==> src/rtl/oreg_arbiter.sv <==
// Two-master arbiter for the peripheral instruction bus (oreg / oreg_wen).
// Round-robin on conflict, per-target ready and post-issue guard masking, registered outputs.
module oreg_arbiter #(
    parameter int InstWidth   = 12,
    parameter int TargetCount = 8,
    parameter int GuardCycles = 2
) (
    input  logic                   clock,
    input  logic                   reset,
    input  logic [InstWidth-1:0]   m0_oreg,
    input  logic [TargetCount-1:0] m0_oreg_wen,
    output logic                   m0_grant,
    input  logic [InstWidth-1:0]   m1_oreg,
    input  logic [TargetCount-1:0] m1_oreg_wen,
    output logic                   m1_grant,
    input  logic [TargetCount-1:0] tgt_ready,
    output logic [InstWidth-1:0]   oreg,
    output logic [TargetCount-1:0] oreg_wen
);

    localparam logic [3:0] GuardLoad = 4'(GuardCycles);

    logic [TargetCount-1:0] tgt_open;
    logic                   m0_valid;
    logic                   m1_valid;
    logic                   m0_elig;
    logic                   m1_elig;
    logic                   sel_m1;
    logic                   issue;
    logic [InstWidth-1:0]   oreg_next;
    logic [TargetCount-1:0] oreg_wen_next;

    logic [InstWidth-1:0]   oreg_reg;
    logic [TargetCount-1:0] oreg_wen_reg;
    logic                   m0_grant_reg;
    logic                   m1_grant_reg;
    logic                   last_m1_reg;

    // A target is usable only when it is ready and its guard window has expired.
    generate
        for (genvar gi = 0; gi < TargetCount; gi++) begin : g_tgt
            logic [3:0] guard_reg;

            assign tgt_open[gi] = tgt_ready[gi] && (guard_reg == 4'd0);

            always_ff @(posedge clock) begin
                if (reset) begin
                    guard_reg <= 4'd0;
                end else if (issue && oreg_wen_next[gi]) begin
                    guard_reg <= GuardLoad;
                end else if (guard_reg != 4'd0) begin
                    guard_reg <= guard_reg - 4'd1;
                end
            end
        end
    endgenerate

    always_comb begin
        m0_valid      = |m0_oreg_wen;
        m1_valid      = |m1_oreg_wen;
        // A master whose grant is visible is excluded so a held command cannot issue twice.
        m0_elig       = m0_valid && !m0_grant_reg && ((m0_oreg_wen & ~tgt_open) == '0);
        m1_elig       = m1_valid && !m1_grant_reg && ((m1_oreg_wen & ~tgt_open) == '0);
        issue         = m0_elig || m1_elig;
        sel_m1        = 1'b0;
        oreg_next     = m0_oreg;
        oreg_wen_next = '0;
        if (m0_elig && m1_elig) begin
            sel_m1 = !last_m1_reg;
        end else begin
            sel_m1 = m1_elig;
        end
        if (sel_m1) begin
            oreg_next = m1_oreg;
        end
        if (issue) begin
            oreg_wen_next = sel_m1 ? m1_oreg_wen : m0_oreg_wen;
        end
    end

    always_ff @(posedge clock) begin
        if (reset) begin
            oreg_reg     <= '0;
            oreg_wen_reg <= '0;
            m0_grant_reg <= 1'b0;
            m1_grant_reg <= 1'b0;
            last_m1_reg  <= 1'b1;
        end else begin
            oreg_wen_reg <= oreg_wen_next;
            m0_grant_reg <= issue && !sel_m1;
            m1_grant_reg <= issue && sel_m1;
            if (issue) begin
                oreg_reg    <= oreg_next;
                last_m1_reg <= sel_m1;
            end
        end
    end

    assign oreg     = oreg_reg;
    assign oreg_wen = oreg_wen_reg;
    assign m0_grant = m0_grant_reg;
    assign m1_grant = m1_grant_reg;

endmodule
==> config.mk <==
export PLATFORM = sky130hd
export DESIGN_NAME = oreg_arbiter
export DESIGN_NICKNAME = d
export VERILOG_FILES = /design/src/rtl/oreg_arbiter.sv
export SDC_FILE = /design/constraint.sdc
export NUM_CORES = 1
export LEC_CHECK = 0
export CAP_MARGIN = 20
export CORE_AREA = 2 2 75 77
export DETAILED_ROUTE_END_ITERATION = 10
export DIE_AREA = 0 0 77 79
export PLACE_DENSITY = 0.82
export SYNTH_ARGS = -nofsm -noshare
export SYNTH_HDL_FRONTEND = slang
export SYNTH_SLANG_ARGS = --single-unit
==> constraint.sdc <==
create_clock -name clock -period 3.5 [get_ports clock]
set_input_delay 0.35 -clock clock [delete_from_list [all_inputs] [get_ports clock]]
set_output_delay 0.35 -clock clock [all_outputs]
set_load 0.02 [all_outputs]
# After elaboration in Yosys (flattened, before gate mapping)
# Cells that the tools add are included.
# word_totals
wordCells,116
ff_bits,55
# op_classes
reduce_logical,64
n_addsub,8
n_mux,20
bitwise,3
# ops
operator,n
4-bit logical NOT,8
2-bit two-way mux,16
4-bit nonzero test,8
"4-bit by 1-bit subtractor with 4-bit output, second input constant",8
1-bit logical AND,23
8-bit AND,2
8-bit logical NOT,2
8-bit two-way mux,2
2-bit nonzero test,8
2-bit OR reduction,8
8-bit OR reduction,2
12-bit two-way mux,1
8-bit inverter,1
1-bit logical NOT,4
1-bit logical OR,1
1-bit two-way mux,1

# Logic depth before layout (Yosys ltp)
# depth
ltp_word,12
depth_mapped,7
ltp_nobuf,6

# Worst setup path before layout
# OpenSTA, ideal clock, no wires.
# synth_timing
path_kind,register -> register
from,reg g_tgt[3].guard_reg[0]
to,reg g_tgt[5].guard_reg[1]
period_less_slack_ps,1801
arrival_time_ps,1668
setup_time_ps,133
stages_incl_launch_ff,8
n_path_buf,1
slack_ps,1699
t_required_ps,3367
cell_sequence,dfxtp_1 > nor4_4 > a21boi_1 > nor4_2 > nand4_1 > buf_2 > o2111ai_1 > a31oi_1
# synth_via
elab_chain_cells,12
elab_cells_between_ends,17
cone_classes,mux (4); bitwise (3); reduce/logical (10)
# synth_lines
item,line,rtl
"start, declared",42,logic [3:0] guard_reg;
"start signal, assigned",50,guard_reg <= GuardLoad;
"start signal, assigned",52,guard_reg <= guard_reg - 4'd1;
4-bit logical NOT *,44,assign tgt_open[gi] = tgt_ready[gi] && (guard_reg == 4'd0);
1-bit logical AND *,44,
8-bit inverter *,"62, 63",
8-bit AND (on tied branches),"62, 63",
8-bit logical NOT (on tied branches),"62, 63",
1-bit logical AND (on tied branches),"62, 63",
1-bit logical AND,68,if (m0_elig && m1_elig) begin
1-bit two-way mux,68,
8-bit two-way mux,77,oreg_wen_next = sel_m1 ? m1_oreg_wen : m0_oreg_wen;
8-bit two-way mux,76,if (issue) begin
1-bit logical AND *,49,end else if (issue && oreg_wen_next[gi]) begin
2-bit two-way mux or 2-bit nonzero test (tied branches),--,
"end signal, assigned",50,
"end signal, assigned",52,
"end, declared",42,
# Mark *: on every way between the ends. The rest lies on a longest branch, timed or not.
# A chain may end at the register's enable or synchronous reset.

# Worst setup path in the final report
# layout_timing
from,reg g_tgt[6].guard_reg[0]
to,"reg oreg_reg[2], in the netlist oreg[2]"
# layout_via
elab_chain_cells,9
elab_cells_between_ends,13
cone_classes,mux (2); bitwise (3); reduce/logical (8)
# layout_lines
item,line,rtl
"start, declared",42,
"start signal, assigned",50,
"start signal, assigned",52,
4-bit logical NOT *,44,
1-bit logical AND *,44,
8-bit inverter *,"62, 63",
8-bit AND (on tied branches),"62, 63",
8-bit logical NOT (on tied branches),"62, 63",
1-bit logical AND (on tied branches),"62, 63",
1-bit logical AND,68,
1-bit two-way mux,68,
12-bit two-way mux,73,if (sel_m1) begin
"end signal, assigned",93,oreg_reg <= oreg_next;
"end, declared",33,logic [InstWidth-1:0] oreg_reg;
# Marked as above.

==> metrics.yaml <==
global_route:
  grt_max_degree: 37
  grt.overflow.total: 0
  use_met3_pct: 5.909
  grt_busiest_layer: "met2"
  antenna_found_initial: 0
  use_met1_pct: 31.33
  grt_first_pass_wirelength_mm: 11.78
  grt_usage_pct: 23.94
  met2_usage_pct: 39.47
  grt_pass1_vias: 2362
synthesis:
  synth_nets: 334
  synth-compound-area-share_pct: 28.54
  synth_simple_gate_area_share_pct: 24.32
  muxShareOfSynthArea_pct: 0
  synthDistinctLibCells: 37
  ys.flop_type: "dfxtp_1"
  syn-cell-area_um2: 2582
  synth_xor_xnor_area_share_pct: 0
  syn_avg_cell_area_um2: 9.093
  ys_seq_elements: 55
  synth_top_family_by_area: "compound AO/OA/AOI/OAI gates"
  async_flop_share_pct: 0
  synth_cells: 284
  ys_seq_area_share_pct: 42.64
  ys_warn_count: 0
  synth_edf_count: 0
  synth_fa_ha_area_share_pct: 0
power_and_ir_drop:
  vdd_drop_max_uv: 280.8
  power_density_nw_per_um2: 383.8
  power_leakage_nw: 1.195
place:
  portBuffers: 71
  gp_congestion: 0.8404
  hpwl_mm: 4.991
worst_setup_path:
  worst_ep_arrival_time_ns: 3.12
  critical_path_class: "reg2reg"
  worst-path-max-fanout: 14
  cp-end-kind: "register"
  critPathRequiredTime_ns: 3.68
  worst_setup_path_start_kind: "register"
sta:
  fmax_ghz: 0.3404
  tns_ns: 0
  fin_crit_ns: 2.938
  finalHoldViolCount: 0
  tightest_slew_ns: 0.9812
  setup_viol: 0
  finalCritPeriodShare_pct: 83.94
  slew_viol_final: 0
  rsz0062_at_grt: "no"
  skew_ns: 0.005477
  timing.slew.headroom_pct: 34.59
route:
  routed_via_density: 6.309
  dr.pass1.iters: 4
  wl_mm: 7.014
  routedWlPerCell_um: 16.82
  num_vias: 2631
  drt_iter0_markers: 206
  drtAntennaViolNets: 0
  drc: 0
floorplanning:
  die_area_um2: 6083
  start_util_pct: 48.38
  die_h_um: 79
  core-area_um2: 5338
  row_count: 27
  die_w_um: 77
  ios: 72
flow_run:
  drv_cap: 0
cells_and_area:
  largest_reg_flops: 32
  fin_nets: 395
  filler_cell_count: 483
  area_growth_pct: 30.77
  final_common_cell: "clkdlybuf4s50_1"
  diodes: 0
  final_cell_mix: "clkdlybuf4s50_1 (71), dfxtp_1 (55), nor3_1 (27)"
  fin_util_pct: 63.27
  drive_above_1_share_pct: 7.826
status:
  status: "completed"
clock_network:
  post_cts_resized: 0
  cts_buffers: 5
  clk_path_buf_depth: 2
  h-tree-depth: 2
  post_cts_buffers: 0
  cts_hold_buf: 0
  cts_tree: "built"
  root_buffer: "clkbuf_8"
  clock-sinks: 55
  clock_latency_ns: 0.31
  path_clk_slew_ns: 0.09
hold_path:
  hold_class: "reg2reg"
## cells by family (layout without fill, tap and decap cells)
kind of cell	after synthesis	after routing
simple gates	98	98
flops	55	55
compound gates	110	110
buf+inv	21	82
## layout make-up
type                    instances  area (um^2)  area share (%)
inverters                       2        7.507          0.2223
multi-input cells             208         1365           40.42
clock buffers                   6        82.58           2.445
flip-flops and latches         55         1101           32.60
repair buffers                 73        725.7           21.49
well taps                      72        90.09           2.668
clock inverters                 1        5.005          0.1482
## routing by layer
metal  vias up  share of wire (%)
met2       119                 47
li1       1270                  -
met3        13                8.0
met5         -                  0
met4         0                1.8
met1      1229                 44
## power by group
group | internal (W) | switching, W | leakage (nW) | total [W]
logic | 0.000130 | 0.000141 | 0.702 | 0.000270
registers | 0.000652 | 0.0000236 | 0.446 | 0.000676
clock network | 0.000156 | 0.000194 | 0.0470 | 0.000350
## synth_stat cells, types with 4 or more instances
cell type	n	area, um^2
a31oi_1	21	131.4
nor3_1	27	135.1
o21ai_0	11	55.05
o2111ai_1	7	61.31
o21ai_1	9	45.04
nor2_1	12	45.04
nand3_1	13	65.06
o311a_1	7	70.07
clkbuf_1	7	26.28
a21boi_1	9	67.56
or4b_2	5	50.05
buf_2	6	30.03
nor4_1	5	31.28
dfxtp_1	55	1101
o31ai_1	11	82.58
a21oi_1	26	130.1
buf_4	4	30.03
nand4_1	14	87.58
nor4_2	6	75.07
## through the flow
| stage | cells | hold WS (ns) | cell area (um^2) | setup slack (ns) | power (W) |
|---|---|---|---|---|---|
| finish | 417 | 0.5011 | 3377 | 0.5622 | 0.001296 |
| global placement | 410 | 0.4781 | 3289 | 0.4306 | 0.0009530 |
| floorplan | 284 | 0.4689 | 2582 | 1.699 | 0.0008339 |
| global route | 417 | 0.5206 | 3377 | 0.1396 | 0.001353 |
| CTS | 417 | 0.5011 | 3377 | 0.5943 | 0.001302 |
| detailed placement | 410 | 0.4879 | 3289 | 0.3857 | 0.0009561 |
## path summary, 6_finish.rpt
kind	start	to	slack, ns	cells past startpoint
hold / removal	g_tgt[1].guard_reg[3]	g_tgt[1].guard_reg[3]	0.50	1
setup reg to reg	g_tgt[6].guard_reg[0]	oreg[2]	0.56	6
hold reg to reg	g_tgt[1].guard_reg[3]	g_tgt[1].guard_reg[3]	0.50	1
setup / recovery	g_tgt[6].guard_reg[0]	oreg[2]	0.56	6
## worst max-delay path, stage by stage (launching register included)
cell and delay (ns):
dfxtp_1 0.36, nor2_1 0.19, nand3_1 0.15, a22oi_1 0.81, nand3_1 0.64, nand2_1 0.52
a31oi_1 0.13
Power figures use the tool's default switching activity.
